## src/rtl/vec_line_raster_if.sv

```systemverilog
// Pixel handshake between the line rasteriser and the frame-buffer writer.
// The master presents a pixel on pix_we and holds it until pix_ready.
interface vec_line_raster_if;
    logic [9:0] pix_x;
    logic [9:0] pix_y;
    logic [3:0] pix_i;
    logic       pix_we;
    logic       pix_ready;

    modport master (
        output pix_x, pix_y, pix_i, pix_we,
        input  pix_ready
    );

    modport slave (
        input  pix_x, pix_y, pix_i, pix_we,
        output pix_ready
    );
endinterface

```

## src/rtl/vec_line_raster.sv

```systemverilog
// Segment FIFO plus Bresenham stepper feeding the frame-buffer writer.
// Define RASTER_CLIP_EN to suppress off-screen pixels instead of wrapping them.
module vec_line_raster #(
    parameter int FIFO_DEPTH  = 16,
    parameter int COORD_SHIFT = 3,
    parameter int SCR_W       = 640,
    parameter int SCR_H       = 480
) (
    input  logic              clk_in,
    input  logic              rst_b,
    input  logic [12:0]       startX,
    input  logic [12:0]       startY,
    input  logic [12:0]       endX,
    input  logic [12:0]       endY,
    input  logic [3:0]        intensity,
    input  logic              lrWrite,
    vec_line_raster_if.master pix,
    output logic              busy,
    output logic              ovf
);
    localparam int AW = $clog2(FIFO_DEPTH);
    localparam logic [AW:0] FULL_CNT = (AW+1)'(FIFO_DEPTH);

    typedef enum logic [1:0] {IDLE, LOAD, DRAW} state_t;
    state_t state, stateNext;

    logic [55:0]       mem [FIFO_DEPTH];
    logic [AW-1:0]     rdPtr, wrPtr;
    logic [AW:0]       count;
    logic [55:0]       seg;
    logic              doPop, doPush;

    logic signed [13:0] curX, curY, endPX, endPY;
    logic [13:0]        dx, dy;
    logic               negX, negY;
    logic signed [15:0] err;
    logic [9:0]         pixX, pixY;
    logic [3:0]         pixI;
    logic               pixWe;

    logic signed [13:0] p0x, p0y, p1x, p1y;
    logic [13:0]        dxL, dyL;
    logic signed [15:0] errL, errStep;
    logic signed [16:0] e2;
    logic               xMove, yMove;
    logic signed [13:0] nextX, nextY;
    logic               emitP0, emitNext;
    logic               advance, atEnd;

    function automatic logic signed [13:0] mapX(input logic [12:0] v);
        logic signed [13:0] e;
        e = $signed({v[12], v});
        return (e >>> COORD_SHIFT) + 14'(SCR_W / 2);
    endfunction

    function automatic logic signed [13:0] mapY(input logic [12:0] v);
        logic signed [13:0] e;
        e = $signed({v[12], v});
        return 14'(SCR_H / 2) - (e >>> COORD_SHIFT);
    endfunction

`ifdef RASTER_CLIP_EN
    function automatic logic onScr(input logic signed [13:0] x,
                                   input logic signed [13:0] y);
        return (x >= 0) && (x < 14'(SCR_W)) &&
               (y >= 0) && (y < 14'(SCR_H));
    endfunction
`endif

    assign doPush = lrWrite && ((count != FULL_CNT) || doPop);
    assign busy   = (state != IDLE) || (count != '0);
    assign advance = !pixWe || pix.pix_ready;
    assign atEnd   = (curX == endPX) && (curY == endPY);

    assign pix.pix_x  = pixX;
    assign pix.pix_y  = pixY;
    assign pix.pix_i  = pixI;
    assign pix.pix_we = pixWe;

    // Segment storage; reads are gated by count so no reset is needed.
    always_ff @(posedge clk_in) begin
        if (doPush) mem[wrPtr] <= {startX, startY, endX, endY, intensity};
    end

    // FIFO pointers, occupancy and the sticky drop flag.
    always_ff @(posedge clk_in) begin
        if (!rst_b) begin
            rdPtr <= '0;
            wrPtr <= '0;
            count <= '0;
            ovf   <= 1'b0;
        end else begin
            if (doPush) wrPtr <= wrPtr + 1'b1;
            if (doPop)  rdPtr <= rdPtr + 1'b1;
            unique case ({doPush, doPop})
                2'b10:   count <= count + 1'b1;
                2'b01:   count <= count - 1'b1;
                default: count <= count;
            endcase
            if (lrWrite && !doPush) ovf <= 1'b1;
        end
    end

    // Endpoint mapping and Bresenham setup/step arithmetic.
    always_comb begin
        p0x  = mapX(seg[55:43]);
        p0y  = mapY(seg[42:30]);
        p1x  = mapX(seg[29:17]);
        p1y  = mapY(seg[16:4]);
        dxL  = (p1x >= p0x) ? 14'(p1x - p0x) : 14'(p0x - p1x);
        dyL  = (p1y >= p0y) ? 14'(p1y - p0y) : 14'(p0y - p1y);
        errL = $signed({2'b0, dxL}) - $signed({2'b0, dyL});
        e2    = {err, 1'b0};
        xMove = e2 > -$signed({3'b0, dy});
        yMove = e2 < $signed({3'b0, dx});
        errStep = err;
        if (xMove) errStep = errStep - $signed({2'b0, dy});
        if (yMove) errStep = errStep + $signed({2'b0, dx});
        nextX = curX;
        nextY = curY;
        if (xMove) nextX = negX ? curX - 14'sd1 : curX + 14'sd1;
        if (yMove) nextY = negY ? curY - 14'sd1 : curY + 14'sd1;
`ifdef RASTER_CLIP_EN
        emitP0   = onScr(p0x, p0y);
        emitNext = onScr(nextX, nextY);
`else
        emitP0   = 1'b1;
        emitNext = 1'b1;
`endif
    end

    // State register.
    always_ff @(posedge clk_in) begin
        if (!rst_b) state <= IDLE;
        else        state <= stateNext;
    end

    // Next-state logic and FIFO pop decision.
    always_comb begin
        stateNext = state;
        doPop     = 1'b0;
        unique case (state)
            IDLE: begin
                if (count != '0) begin
                    doPop     = 1'b1;
                    stateNext = LOAD;
                end
            end
            LOAD: stateNext = (seg[3:0] == 4'd0) ? IDLE : DRAW;
            DRAW: if (advance && atEnd) stateNext = IDLE;
            default: stateNext = IDLE;
        endcase
    end

    // Working registers and the registered pixel output.
    always_ff @(posedge clk_in) begin
        if (!rst_b) begin
            seg   <= '0;
            curX  <= '0;
            curY  <= '0;
            endPX <= '0;
            endPY <= '0;
            dx    <= '0;
            dy    <= '0;
            negX  <= 1'b0;
            negY  <= 1'b0;
            err   <= '0;
            pixX  <= '0;
            pixY  <= '0;
            pixI  <= '0;
            pixWe <= 1'b0;
        end else begin
            if (doPop) seg <= mem[rdPtr];
            if (state == LOAD) begin
                curX  <= p0x;
                curY  <= p0y;
                endPX <= p1x;
                endPY <= p1y;
                dx    <= dxL;
                dy    <= dyL;
                negX  <= p1x < p0x;
                negY  <= p1y < p0y;
                err   <= errL;
                pixX  <= p0x[9:0];
                pixY  <= p0y[9:0];
                pixI  <= seg[3:0];
                pixWe <= (seg[3:0] != 4'd0) && emitP0;
            end else if (state == DRAW && advance) begin
                if (atEnd) begin
                    pixWe <= 1'b0;
                end else begin
                    curX  <= nextX;
                    curY  <= nextY;
                    err   <= errStep;
                    pixX  <= nextX[9:0];
                    pixY  <= nextY[9:0];
                    pixWe <= emitNext;
                end
            end
        end
    end
endmodule

```

## src/flat_wrapper.sv

```systemverilog
// flat-port wrapper written by rule: the top's interface ports become plain ports
module vec_line_raster_flat 
#(
    parameter int FIFO_DEPTH  = 16,
    parameter int COORD_SHIFT = 3,
    parameter int SCR_W       = 640,
    parameter int SCR_H       = 480
)
  (clk_in, rst_b, startX, startY, endX, endY, intensity, lrWrite, busy, ovf, pix_pix_x, pix_pix_y, pix_pix_i, pix_pix_we, pix_pix_ready);
  vec_line_raster_if pix_i ();
  input  logic clk_in;
  input  logic rst_b;
  input  logic [12:0] startX;
  input  logic [12:0] startY;
  input  logic [12:0] endX;
  input  logic [12:0] endY;
  input  logic [3:0] intensity;
  input  logic lrWrite;
  output logic busy;
  output logic ovf;
  output wire logic [$bits(pix_i.pix_x)-1:0] pix_pix_x;
  output wire logic [$bits(pix_i.pix_y)-1:0] pix_pix_y;
  output wire logic [$bits(pix_i.pix_i)-1:0] pix_pix_i;
  output wire logic [$bits(pix_i.pix_we)-1:0] pix_pix_we;
  input wire logic [$bits(pix_i.pix_ready)-1:0] pix_pix_ready;
  assign pix_pix_x = pix_i.pix_x;
  assign pix_pix_y = pix_i.pix_y;
  assign pix_pix_i = pix_i.pix_i;
  assign pix_pix_we = pix_i.pix_we;
  assign pix_i.pix_ready = pix_pix_ready;
  vec_line_raster #(.FIFO_DEPTH(FIFO_DEPTH), .COORD_SHIFT(COORD_SHIFT), .SCR_W(SCR_W), .SCR_H(SCR_H)) u_core (.clk_in(clk_in), .rst_b(rst_b), .startX(startX), .startY(startY), .endX(endX), .endY(endY), .intensity(intensity), .lrWrite(lrWrite), .pix(pix_i), .busy(busy), .ovf(ovf));
endmodule
```

## config.mk

```make
export PLATFORM = sky130hd
export DESIGN_NAME = vec_line_raster_flat
export DESIGN_NICKNAME = d
export VERILOG_FILES = /design/src/rtl/vec_line_raster_if.sv /design/src/rtl/vec_line_raster.sv /design/src/flat_wrapper.sv
export SDC_FILE = /design/constraint.sdc
export NUM_CORES = 1
export LEC_CHECK = 0
export BUFFER_PORTS_ARGS = -buffer_cell sky130_fd_sc_hd__buf_4
export CORE_MARGIN = 4
export CORE_UTILIZATION = 55
export DETAILED_ROUTE_END_ITERATION = 10
export PLACE_DENSITY_LB_ADDON = 0.12
export SYNTH_ARGS = -nofsm -noshare
export SYNTH_HDL_FRONTEND = slang
export SYNTH_SLANG_ARGS = --single-unit
```

## constraint.sdc

```tcl
create_clock -name clk_in -period 9.6 [get_ports clk_in]
set_clock_uncertainty 0.2 [all_clocks]
set_input_delay 2.4 -clock clk_in [delete_from_list [all_inputs] [get_ports clk_in]]
set_output_delay 2.4 -clock clk_in [all_outputs]
set_load 0.02 [all_outputs]
```

* Word level (Yosys, flattened, before mapping)
Memory sizes are Yosys's and may differ from the RTL's. A register that Yosys moved wholly into a read port is not among the register bits.
Index checks and enable logic that the tools add are counted.
** Word-level totals
- Output and inout bits :: 27
- Logic and storage cells :: 116
- Input port bits :: 60
- Memory bits (writable) :: 896
- Bits in registers :: 143
- Memories kept :: 1
** Operators by class
- $add $sub $neg :: 20
- Equality and inequality tests :: 10
- Mux-type cells :: 35
- Magnitude comparators :: 6
- Reductions and logical operators :: 24
** Memory list
- u_core.mem :: words 16, bits a word 56, rd ports 1, clocked after memory_dff 1, wr ports 1, RTL line vec_line_raster.sv:27 : logic [55:0] mem [FIFO_DEPTH];
** Operators with widths (number)
- 14-bit 2-to-1 mux :: 12
- 16-bit 2-to-1 mux :: 5
- 10-bit 2-to-1 mux :: 6
- 14-bit subtractor :: 4
- 14-bit by 2-bit adder with 14-bit output, second input constant :: 2
- 14-bit == test :: 2
- 14-bit greater-or-equal comparator :: 2
- 14-bit less-than comparator :: 2
- 14-bit by 2-bit subtractor with 14-bit output, second input constant :: 2
- 10-bit by 10-bit adder with 11-bit output, second input constant :: 2
- 9-bit by 10-bit subtractor with 11-bit output, first input constant :: 2
- 17-bit greater-than comparator :: 1
- 17-bit by 15-bit less-than comparator with 1-bit output :: 1
- 14-bit negator with 17-bit output :: 1
- 16-bit by 15-bit adder with 16-bit output :: 1
- 16-bit by 15-bit subtractor with 16-bit output :: 1
- 14-bit by 14-bit subtractor with 15-bit output :: 1
- 5-bit case mux with 2 select lines :: 1
- 2-bit nonzero test :: 5
- 4-bit by 1-bit adder with 4-bit output, second input constant :: 2
- 1-bit 2-to-1 mux :: 7
- 2-bit 2-to-1 mux :: 3
- 2-bit case mux with 3 select lines :: 1
- 3-bit AND reduction :: 2
- other kinds (15) :: 27

* Depth between registers and ports, before layout
Gate-level depths: netlist (run 1).
- Word-level depth :: 8
- Gate-level depth with buffers :: 27
- Mapped depth without buffers :: 26

* Worst setup path after synthesis (run 1)
OpenSTA, ideal clock, no wires.
- Path type :: input -> register
- Start :: input port lrWrite
- End :: memory u_core.mem[3][0] (enable)
- Arrival :: 5.952 ns
- Slack :: 2.948 ns
- Required time :: 8.900 ns
- Stages :: 4
- Cells stage by stage :: o21a_1 clkbuf_1 nand2_1 nor3_1
** On the way
- Longest elaborated chain between the ends :: 3
** RTL lines
- start: declaration :: RTL line flat_wrapper.sv:18 : input logic lrWrite;
- 1-bit logical AND :: RTL line vec_line_raster.sv:70 : assign doPush = lrWrite && ((count != FULL_CNT) || doPop);
- 1-bit 2-to-1 mux :: RTL line vec_line_raster.sv:82 : if (doPush) mem[wrPtr] <= {startX, startY, endX, endY, intensity};
- 1-bit 2-to-1 mux (not written as such) :: RTL line vec_line_raster.sv:82
- end: declaration :: RTL line vec_line_raster.sv:27
Every way passes these cells.

* Worst setup path after layout (run 1)
- Start :: register u_core.dy[2]
- End :: register u_core.err[13]
** On the way
- Longest elaborated chain between the ends :: 8
** RTL lines
- start: declaration :: RTL line vec_line_raster.sv:34 : logic [13:0] dx, dy;
- start signal: assignment :: RTL line vec_line_raster.sv:180 : dy <= dyL;
- 14-bit negator with 17-bit output :: RTL line vec_line_raster.sv:114 : xMove = e2 > -$signed({3'b0, dy});
- 17-bit greater-than comparator :: RTL line vec_line_raster.sv:114
- 16-bit 2-to-1 mux (*) :: RTL line vec_line_raster.sv:117 : if (xMove) errStep = errStep - $signed({2'b0, dy});
- 16-bit by 15-bit adder with 16-bit output :: RTL line vec_line_raster.sv:118 : if (yMove) errStep = errStep + $signed({2'b0, dx});
- 16-bit 2-to-1 mux (*) :: RTL line vec_line_raster.sv:118
- 16-bit 2-to-1 mux (*) :: RTL line vec_line_raster.sv:189 : if (atEnd) begin
- 16-bit 2-to-1 mux (*) :: RTL line vec_line_raster.sv:188 : end else if (state == DRAW && advance) begin
- 16-bit 2-to-1 mux (*) :: RTL line vec_line_raster.sv:174 : if (state == LOAD) begin
- end signal: assignment :: RTL line vec_line_raster.sv:183 : err <= errL;
- end signal: assignment :: RTL line vec_line_raster.sv:194 : err <= errStep;
- end: declaration :: RTL line vec_line_raster.sv:36 : logic signed [15:0] err;
Mark *: on every way between the ends. The rest lies on a longest branch, timed or not. The select of a mux whose other input is x is not followed.
A chain may end at the register's enable or synchronous reset.

==> results.yml, run 1 <==
synth:
  ys_ff_latch: 865
  yosysTopAreaCell: "edfxtp_1"
  synth.cell_area_sq_um: 39410
  synth_top_area_frac: 0.5365
  synth_fp_nets: 2908
  ys_seq_area_frac: 0.6183
  syn_inst: 2685
  syn_avg_cell_area_sq_um: 14.68
  ys_types: 88
  synthArstFlopShare: 0
  synth_edf_count: 704
  yosys_warnings: 0
  synthTopCellsByArea: "edfxtp_1 (54%), mux4_2 (13%), dfxtp_1 (8.2%)"
  ys.flop_type: "edfxtp_1"
route:
  drt-initial-drc-count: 2245
  highest_layer: "met4"
  wl_microns: 94590
  wl_met1_microns: 39730
  vias: 23060
  drc_errors: 0
  dr_wl_met2_microns: 46500
  dr.pass1.iters: 5
  route.met3.wl_microns: 5592
  vias_per_cell: 6.140
  drtAntennaViolNets: 0
  wl_per_cell_microns: 25.19
layout:
  fin_nets: 2969
  mostFrequentLayoutCells: "edfxtp_1 (704), nand2_1 (251), mux4_2 (220)"
  final_common_cell: "edfxtp_1"
  nFillCells: 5119
  drive_gt1_frac: 0.1837
  final_cell_area_sq_um: 43900
  syn2layout_area_growth_pct: 11.40
die:
  start_util: 0.5588
  ios: 87
  die_w_microns: 275.7
  num_rows: 97
  fp.dieH_microns: 275.7
  core_sq_um: 70510
  dieArea_sq_um: 75990
global_routing:
  grt_max_degree: 86
  grt_first_pass_wirelength_microns: 142100
  antenna_found_initial: 1
  grt_pass1_vias: 23110
  grt_overflow: 0
  track_usage: 0.2501
cts:
  clk_root_buffer_cell: "clkbuf_16"
  cts_buffers: 90
  clk_path_buf_depth: 3
  htree_levels: 3
  ctsHoldBuffers: 0
  path_clk_slew_ns: 0.06
  cts_setup_buffers: 0
  cts_tree: "built"
  insertion_delay_ns: 0.63
  cts_num_sinks: 865
  cts_resized: 0
placed_design:
  place_area_sq_um: 40940
  place_congestion: 0.8900
  io_buffers: 74
  dp_hpwl_microns: 55020
  place_ws_ns: 2.686
worst_setup_path:
  required_ns: 9.91
  endpoint_kind: "flop"
  ff2ff_path_depth: 25
  crit_fanout: 8
  cp.arrival_ns: 7.28
  path_class: "reg2reg"
  start_kind: "flop"
sta:
  setup_viol: 0
  final_hold_viol_count: 0
  slew_headroom: 0.2980
  finalCriticalPeriod_ns: 6.969
  whs_ns: 0.2658
  finalWorstSetupSlack_ns: 2.631
  final_max_slew_viol_count: 0
  tns_ns: 0
  rsz0062_at_grt: "no"
  fin_crit_sh: 0.7260
  fmax_mhz: 143.5
  worst_slew_pin_slew_ns: 1.053
run:
  drv_cap: 0
hold_path:
  hold-path-cell-count: 2
  worstHoldPathType: "reg2reg"
outcome:
  status: "finished clean"
[layout make-up]
type | instances | area, sq um | area share
Antenna cell | 1 | 2.502 | 0.00005700
Clock buffer | 108 | 2355 | 0.05364
Clock inverter | 52 | 598.1 | 0.01362
Inverter | 122 | 460.4 | 0.01049
Multi-Input combinational cell | 1561 | 14120 | 0.3217
Sequential cell | 865 | 24380 | 0.5553
Tap cell | 940 | 1176 | 0.02679
Timing Repair Buffer | 106 | 808.3 | 0.01841
[worst paths after layout]
check | startpoint | slack [ns] | to
worst min-delay path | u_core.pix.pix_i[0]$_SDFFE_PN0P_ | 0.27 | u_core.pix.pix_i[0]$_SDFFE_PN0P_
worst max register to register | u_core.dy[2]$_SDFFE_PN0P_ | 2.63 | u_core.err[13]$_SDFFE_PN0P_
worst min register to register | u_core.pix.pix_i[0]$_SDFFE_PN0P_ | 0.27 | u_core.pix.pix_i[0]$_SDFFE_PN0P_
worst max-delay path | u_core.dy[2]$_SDFFE_PN0P_ | 2.63 | u_core.err[13]$_SDFFE_PN0P_
[cells by family after synthesis]
| group | Yosys count | share of synthesized area |
|---|---|---|
| buffers and inverters | 259 | 0.02683 |
| DFF | 865 | 0.6183 |
| adders and majority gates | 165 | 0.05423 |
| xor gates and xnor gates | 124 | 0.02775 |
| muxes | 249 | 0.1335 |
| AOI/OAI and AO/OA | 464 | 0.07550 |
| and+or+nand+nor | 559 | 0.06388 |
[cells in the mapped netlist, types with 11 or more instances]
master / instances
o21a_1: 14
mux4_2: 220
nor2_1: 138
a21oi_1: 176
clkbuf_1: 79
buf_4: 20
nand2b_1: 15
o21ai_0: 62
nand2_1: 251
a31oi_1: 21
o21bai_1: 12
or3_1: 12
a21o_1: 31
xnor2_1: 71
xor2_1: 52
ha_1: 153
o31ai_1: 11
and3_1: 13
nand4_1: 12
nor2b_1: 13
nor3_1: 22
mux2i_1: 17
buf_1: 30
nand3_1: 29
a211oi_1: 41
inv_1: 121
dfxtp_1: 161
edfxtp_1: 704
a221oi_1: 11
[per-layer routing]
layer / GRT usage / vias to the layer above
met5: 0 / -
met4: 0.07856 / 0
met3: 0.03686 / 135
met2: 0.4193 / 720
met1: 0.3427 / 11770
li1: - / 10440
[state kept, by name, indices dropped and copies added, names as in the netlist, 5 cells and up]
register / flops
u_core.endPY: 11
u_core.err: 16
u_core.mem: 704
u_core.dx: 14
u_core.pix.pix_y: 10
u_core.dy: 14
u_core.count: 5
u_core.pix.pix_x: 10
u_core.seg: 44
u_core.endPX: 11
[worst max-delay path: stages (launching register included)]
cell and delay (ns):
dfxtp_1 0.35, nor4_1 0.49, nand2_1 0.18, nor4_1 0.41, nand2_1 0.20, nor2_1 0.16, xnor2_1 0.09, ha_1 0.33
nand4_1 0.12, nor2_1 0.21, o221a_2 0.26, a2111oi_2 0.06, o21ai_1 0.76, mux2i_1 0.40, inv_1 0.11, ha_1 0.31
a211oi_1 0.37, o21bai_1 0.16, nand3_1 0.11, a31oi_1 0.16, a21o_1 0.22, a21oi_1 0.18, xnor2_1 0.11, a222oi_1 0.43
o21ai_0 0.15, a211o_1 0.30
[per-stage QoR]
| stage | utilization | std cells |
|---|---|---|
| after floorplan | - | 2685 |
| after global placement | 0.5806 | 3594 |
| after detailed placement | 0.5806 | 3594 |
| after CTS | 0.6225 | 3754 |
| after global routing | 0.6225 | 3754 |
| final | 0.6225 | 3755 |
Power of run 1 is not shown: default switching activity piles up to over one toggle a cycle in this logic, so the estimate is an artifact.
==> run 2: changes to the inputs <==
- clock period: 9.6 -> 5.85 ns (I/O delays scaled with it)
==> run 2 against run 1 <==
Compared with the run above: first-iteration DRC count shrank 17%; setup slack worse by 2.4 ns; non-clock buffer count up 89; hold slack about the same; global-route usage grew 0.81 points; final cell count rose by 2.3%; register-to-register slack worse by 2.4 ns; critical path type unchanged; via count increased by 1.8%; sequential share of layout area fell by 1.1 points; fmax grew 24%; die area is the same; clock-buffer cell count grew 1.
==> results.yml, run 2 (same netlist as run 1, synthesis figures left out) <==
outcome:
  status: "finished clean"
die:
  dieArea_sq_um: 75990
  num_rows: 97
  fp.dieH_microns: 275.7
  ios: 87
  die_w_microns: 275.7
  core_sq_um: 70510
  start_util: 0.5588
sta:
  fmax_mhz: 178.1
  finalWorstSetupSlack_ns: 0.2344
  worst_slew_pin_slew_ns: 1.232
  tns_ns: 0
  final_hold_viol_count: 0
  finalCriticalPeriod_ns: 5.616
  slew_headroom: 0.1708
  final_max_slew_viol_count: 0
  setup_viol: 0
  fin_crit_sh: 0.9599
worst_setup_path:
  crit_fanout: 7
  required_ns: 6.19
  cp.arrival_ns: 5.96
  path_class: "reg2reg"
  endpoint_kind: "flop"
  start_kind: "flop"
route:
  drc_errors: 0
  drt-initial-drc-count: 1868
  dr.pass1.iters: 5
  wl_microns: 97510
  vias: 23470
  vias_per_cell: 6.108
  wl_per_cell_microns: 25.38
  drtAntennaViolNets: 0
layout:
  fin_nets: 3056
  largest_reg_flops: 704
  syn2layout_area_growth_pct: 13.69
  final_common_cell: "edfxtp_1"
  drive_gt1_frac: 0.2212
  mostFrequentLayoutCells: "edfxtp_1 (704), nand2_1 (250), mux4_2 (220)"
  antenna_cells: 0
  top_register: "u_core.mem"
  top_regs: "u_core.mem: 704 flops, u_core.seg: 44 flops, u_core.err: 16 flops"
  instances_no_fill: 3842
cts:
  cts_num_sinks: 865
  clk_root_buffer_cell: "clkbuf_16"
  cts_tree: "built"
  clk_path_buf_depth: 3
  path_clk_slew_ns: 0.06
  cts_buffers: 88
  htree_levels: 3
  insertion_delay_ns: 0.63
global_routing:
  grt_overflow: 0
  grt_pass1_vias: 23650
  grt_max_degree: 65
  track_usage: 0.2582
  grt_first_pass_wirelength_microns: 146600
  antenna_found_initial: 0
placed_design:
  place_congestion: 0.9287
  placed_cells: 3675
  dp_hpwl_microns: 60050
  place_ws_ns: -0.08364
  io_buffers: 74
run:
  drv_cap: 0
hold_path:
  worstHoldPathType: "reg2reg"
-- run 2: area by class of cell --
type	count	area [sq um]
well taps	940	1176
fillers	5177	25710
flip-flops and latches	865	24380
clock buffers	109	2302
clock inverters	50	455.4
multi-input cells	1561	14410
inverters	122	460.4
repair buffers	195	1618
-- run 2: stage by stage --
step                hold slack [ns]  instance area (sq um)    util
floorplan                    0.2448                  39410       -
global placement             0.2530                  41690  0.5912
detailed placement           0.2592                  41690  0.5912
CTS                          0.2672                  44460  0.6305
global route                 0.2879                  44800  0.6353
finish                       0.2653                  44800  0.6353
-- run 2: metal layers --
| metal | GRT usage | vias to the layer above | share of wire |
|---|---|---|---|
| met5 | 0 | - | 0 |
| met4 | 0.07560 | 0 | 0.028 |
| met3 | 0.03668 | 138 | 0.057 |
| met2 | 0.4373 | 726 | 0.50 |
| met1 | 0.3532 | 12000 | 0.41 |
| li1 | - | 10610 | - |
-- run 2: worst paths after layout --
path / start / end / slack [ns] / cells after the start
max: u_core.seg[26]$_SDFFE_PN0P_ / u_core.err[12]$_SDFFE_PN0P_ / 0.23 / 20
max reg2reg: u_core.seg[26]$_SDFFE_PN0P_ / u_core.err[12]$_SDFFE_PN0P_ / 0.23 / 20
min reg2reg: u_core.endPX[2]$_SDFFE_PN0P_ / u_core.endPX[2]$_SDFFE_PN0P_ / 0.27 / 2
min: u_core.endPX[2]$_SDFFE_PN0P_ / u_core.endPX[2]$_SDFFE_PN0P_ / 0.27 / 2
-- run 2: critical path, stage by stage (launching register included) --
cell	delay [ns]
dfxtp_1	0.47
a21oi_1	0.13
xnor2_1	0.32
inv_1	0.08
ha_1	0.41
nand4_2	0.18
or4_4	0.61
nand2_4	0.16
mux2i_2	0.27
buf_4	0.17
a31oi_1	0.08
a21boi_1	0.23
nor2_1	0.09
xnor2_1	0.49
ha_1	0.39
a21o_1	0.19
a21o_1	0.19
a21o_1	0.20
a41oi_2	0.25
mux2_1	0.36
o31ai_1	0.06
-- run 2: repair_timing --
item | 4_1_cts | 5_1_grt
setup buffers | 0 | 8
pin swaps | 0 | 26
endpoints found under the setup margin | 2 | 9
hold buffers | 0 | 0
gates resized for setup | 4 | 58
hold endpoints to repair | 0 | 0
Power of run 2 is left out for the same reason.
==> run 3: changes to the inputs <==
- RECOVER_POWER: default -> 50
==> run 3 against run 2 <==
Compared with the run above: the run now ends with capacitance limit, slew limit left; sequential cell count did not move; clock-buffer cell count did not move; hold slack better by 0.00069 ns; critical path depth is the same; utilization is 0.33 points lower; die area stayed put; routed wire length about the same; non-clock buffer count unchanged; fmax rose by 0.12%; global-route usage stayed put; critical endpoint unchanged.
==> results.yml, run 3 (same netlist as run 1, synthesis figures left out) <==
die:
  core_sq_um: 70510
  num_rows: 97
  start_util: 0.5588
  die_w_microns: 275.7
  ios: 87
  dieArea_sq_um: 75990
  fp.dieH_microns: 275.7
sta:
  fin_crit_sh: 0.9588
  slew_headroom: -0.5958
  tns_ns: 0
  final_max_slew_viol_count: 110
  fmax_mhz: 178.3
  finalCriticalPeriod_ns: 5.609
  final_hold_viol_count: 0
  worst_slew_pin_slew_ns: 2.381
  whs_ns: 0.2660
  setup_viol: 0
  finalWorstSetupSlack_ns: 0.2409
layout:
  regArea_sq_um: 24380
  final_common_cell: "edfxtp_1"
  nFillCells: 5240
  mostFrequentLayoutCells: "edfxtp_1 (704), nand2_1 (250), mux4_2 (220)"
  syn2layout_area_growth_pct: 13.09
  top_regs: "u_core.mem: 704 flops, u_core.seg: 44 flops, u_core.err: 16 flops"
  top_register: "u_core.mem"
  fin_nets: 3056
  drive_gt1_frac: 0.2006
  multi_input_area_sq_um: 14380
  largest_reg_flops: 704
worst_setup_path:
  slowest_delay_ns: 0.61
  cp_top_family: "compound AO/OA/AOI/OAI gates"
  required_ns: 6.19
  cp.arrival_ns: 5.95
  crit_fanout: 7
  endpoint_kind: "flop"
  crit_top_cell: "a21o_1"
  path_class: "reg2reg"
  worstPathCellList: "a21oi_1 > xnor2_1 > inv_1 > ha_1 > nand4_2 > or4_4 > nand2_4 > mux2i_2 > buf_4 > a31oi_1 > a21boi_1 > nor2_1 > xnor2_1 > ha_1 > a21o_1 > a21o_1 > a21o_1 > a41oi_2 > mux2_1 > o31ai_1"
  slowest_stage: "or4_4"
  worstPathBufferInverterCount: 2
  start_kind: "flop"
global_routing:
  grt_overflow: 0
  antenna_found_initial: 3
  grt_max_degree: 65
  grt_pass1_vias: 23650
  track_usage: 0.2582
  grt_first_pass_wirelength_microns: 146600
outcome:
  status: "complete, but fails checks"
  violations: "capacitance limit, slew limit"
cts:
  clk_root_buffer_cell: "clkbuf_16"
  cts_num_sinks: 865
  path_clk_slew_ns: 0.06
  insertion_delay_ns: 0.63
  clk_path_buf_depth: 3
  cts_tree: "built"
  ctsHoldBuffers: 0
  htree_levels: 3
  cts_buffers: 88
placed_design:
  place_ws_ns: -0.08364
  dp_hpwl_microns: 60050
  place_congestion: 0.9287
  io_buffers: 74
route:
  drt-initial-drc-count: 1986
  wl_per_cell_microns: 25.36
  drc_errors: 0
  vias_per_cell: 6.088
  dr.pass1.iters: 5
  wl_microns: 97470
  vias: 23400
  drtAntennaViolNets: 0
hold_path:
  worstHoldPathType: "reg2reg"
run:
  drv_cap: 3
==> run 3: cell types whose count changed in the layout (fill, tap and decap cells not counted), sizes merged <==
cell | before | now
buf | 195 | 139
clkbuf | 109 | 165
inv | 123 | 122
clkinvlp | 2 | 3
diode | 0 | 1
==> run 3: area by class of cell <==
class,count,share of cell area
antenna,1,0.00005615
clock buffer,109,0.05166
clock inverter,50,0.01022
inverter,122,0.01030
multi-input combinational,1561,0.3228
sequential,865,0.5470
tap,940,0.02639
timing repair buffer,195,0.03161
==> run 3: worst reg2reg max path, delay by kind of cell (launching register included) <==
| family | cells | cell delay, ns |
|---|---|---|
| AO/OA/AOI/OAI | 8 | 1.32 |
| AND/OR/NAND/NOR | 4 | 1.03 |
| XOR/XNOR | 2 | 0.81 |
| adder cells (fa/ha/maj) | 2 | 0.80 |
| multiplexers | 2 | 0.63 |
| flip-flops | 1 | 0.47 |
| buffers and inverters | 2 | 0.25 |
==> run 3: metal layers <==
layer | wire length [microns] | track usage
met3 | 5569 | 0.03668
met1 | 40530 | 0.3532
met5 | 0 | 0
met4 | 2672 | 0.07560
met2 | 48700 | 0.4373
==> run 3: worst paths after layout <==
kind | startpoint | end | slack (ns) | cells after the start
max | u_core.seg[26]$_SDFFE_PN0P_ | u_core.err[12]$_SDFFE_PN0P_ | 0.24 | 20
min | u_core.endPX[2]$_SDFFE_PN0P_ | u_core.endPX[2]$_SDFFE_PN0P_ | 0.27 | 2
max reg2reg | u_core.seg[26]$_SDFFE_PN0P_ | u_core.err[12]$_SDFFE_PN0P_ | 0.24 | 20
min reg2reg | u_core.endPX[2]$_SDFFE_PN0P_ | u_core.endPX[2]$_SDFFE_PN0P_ | 0.27 | 2
==> run 3: timing repair <==
action | in CTS | in global routing
cloned | 0 | 0
endpoints found under the hold margin | 0 | 0
pin swaps | 0 | 26
setup endpoints to repair | 2 | 9
gates resized for setup | 4 | 58
buffers inserted | 0 | 8
==> run 3: stage by stage <==
stage,area [sq um],instances,utilization
6_report,44570,3843,0.6320
3_3_place_gp,41690,3675,0.5912
5_1_grt,44560,3842,0.6320
4_1_cts,44460,3834,0.6305
3_5_place_dp,41690,3675,0.5912
2_1_floorplan,39410,2685,-
Power of run 3 is left out for the same reason.
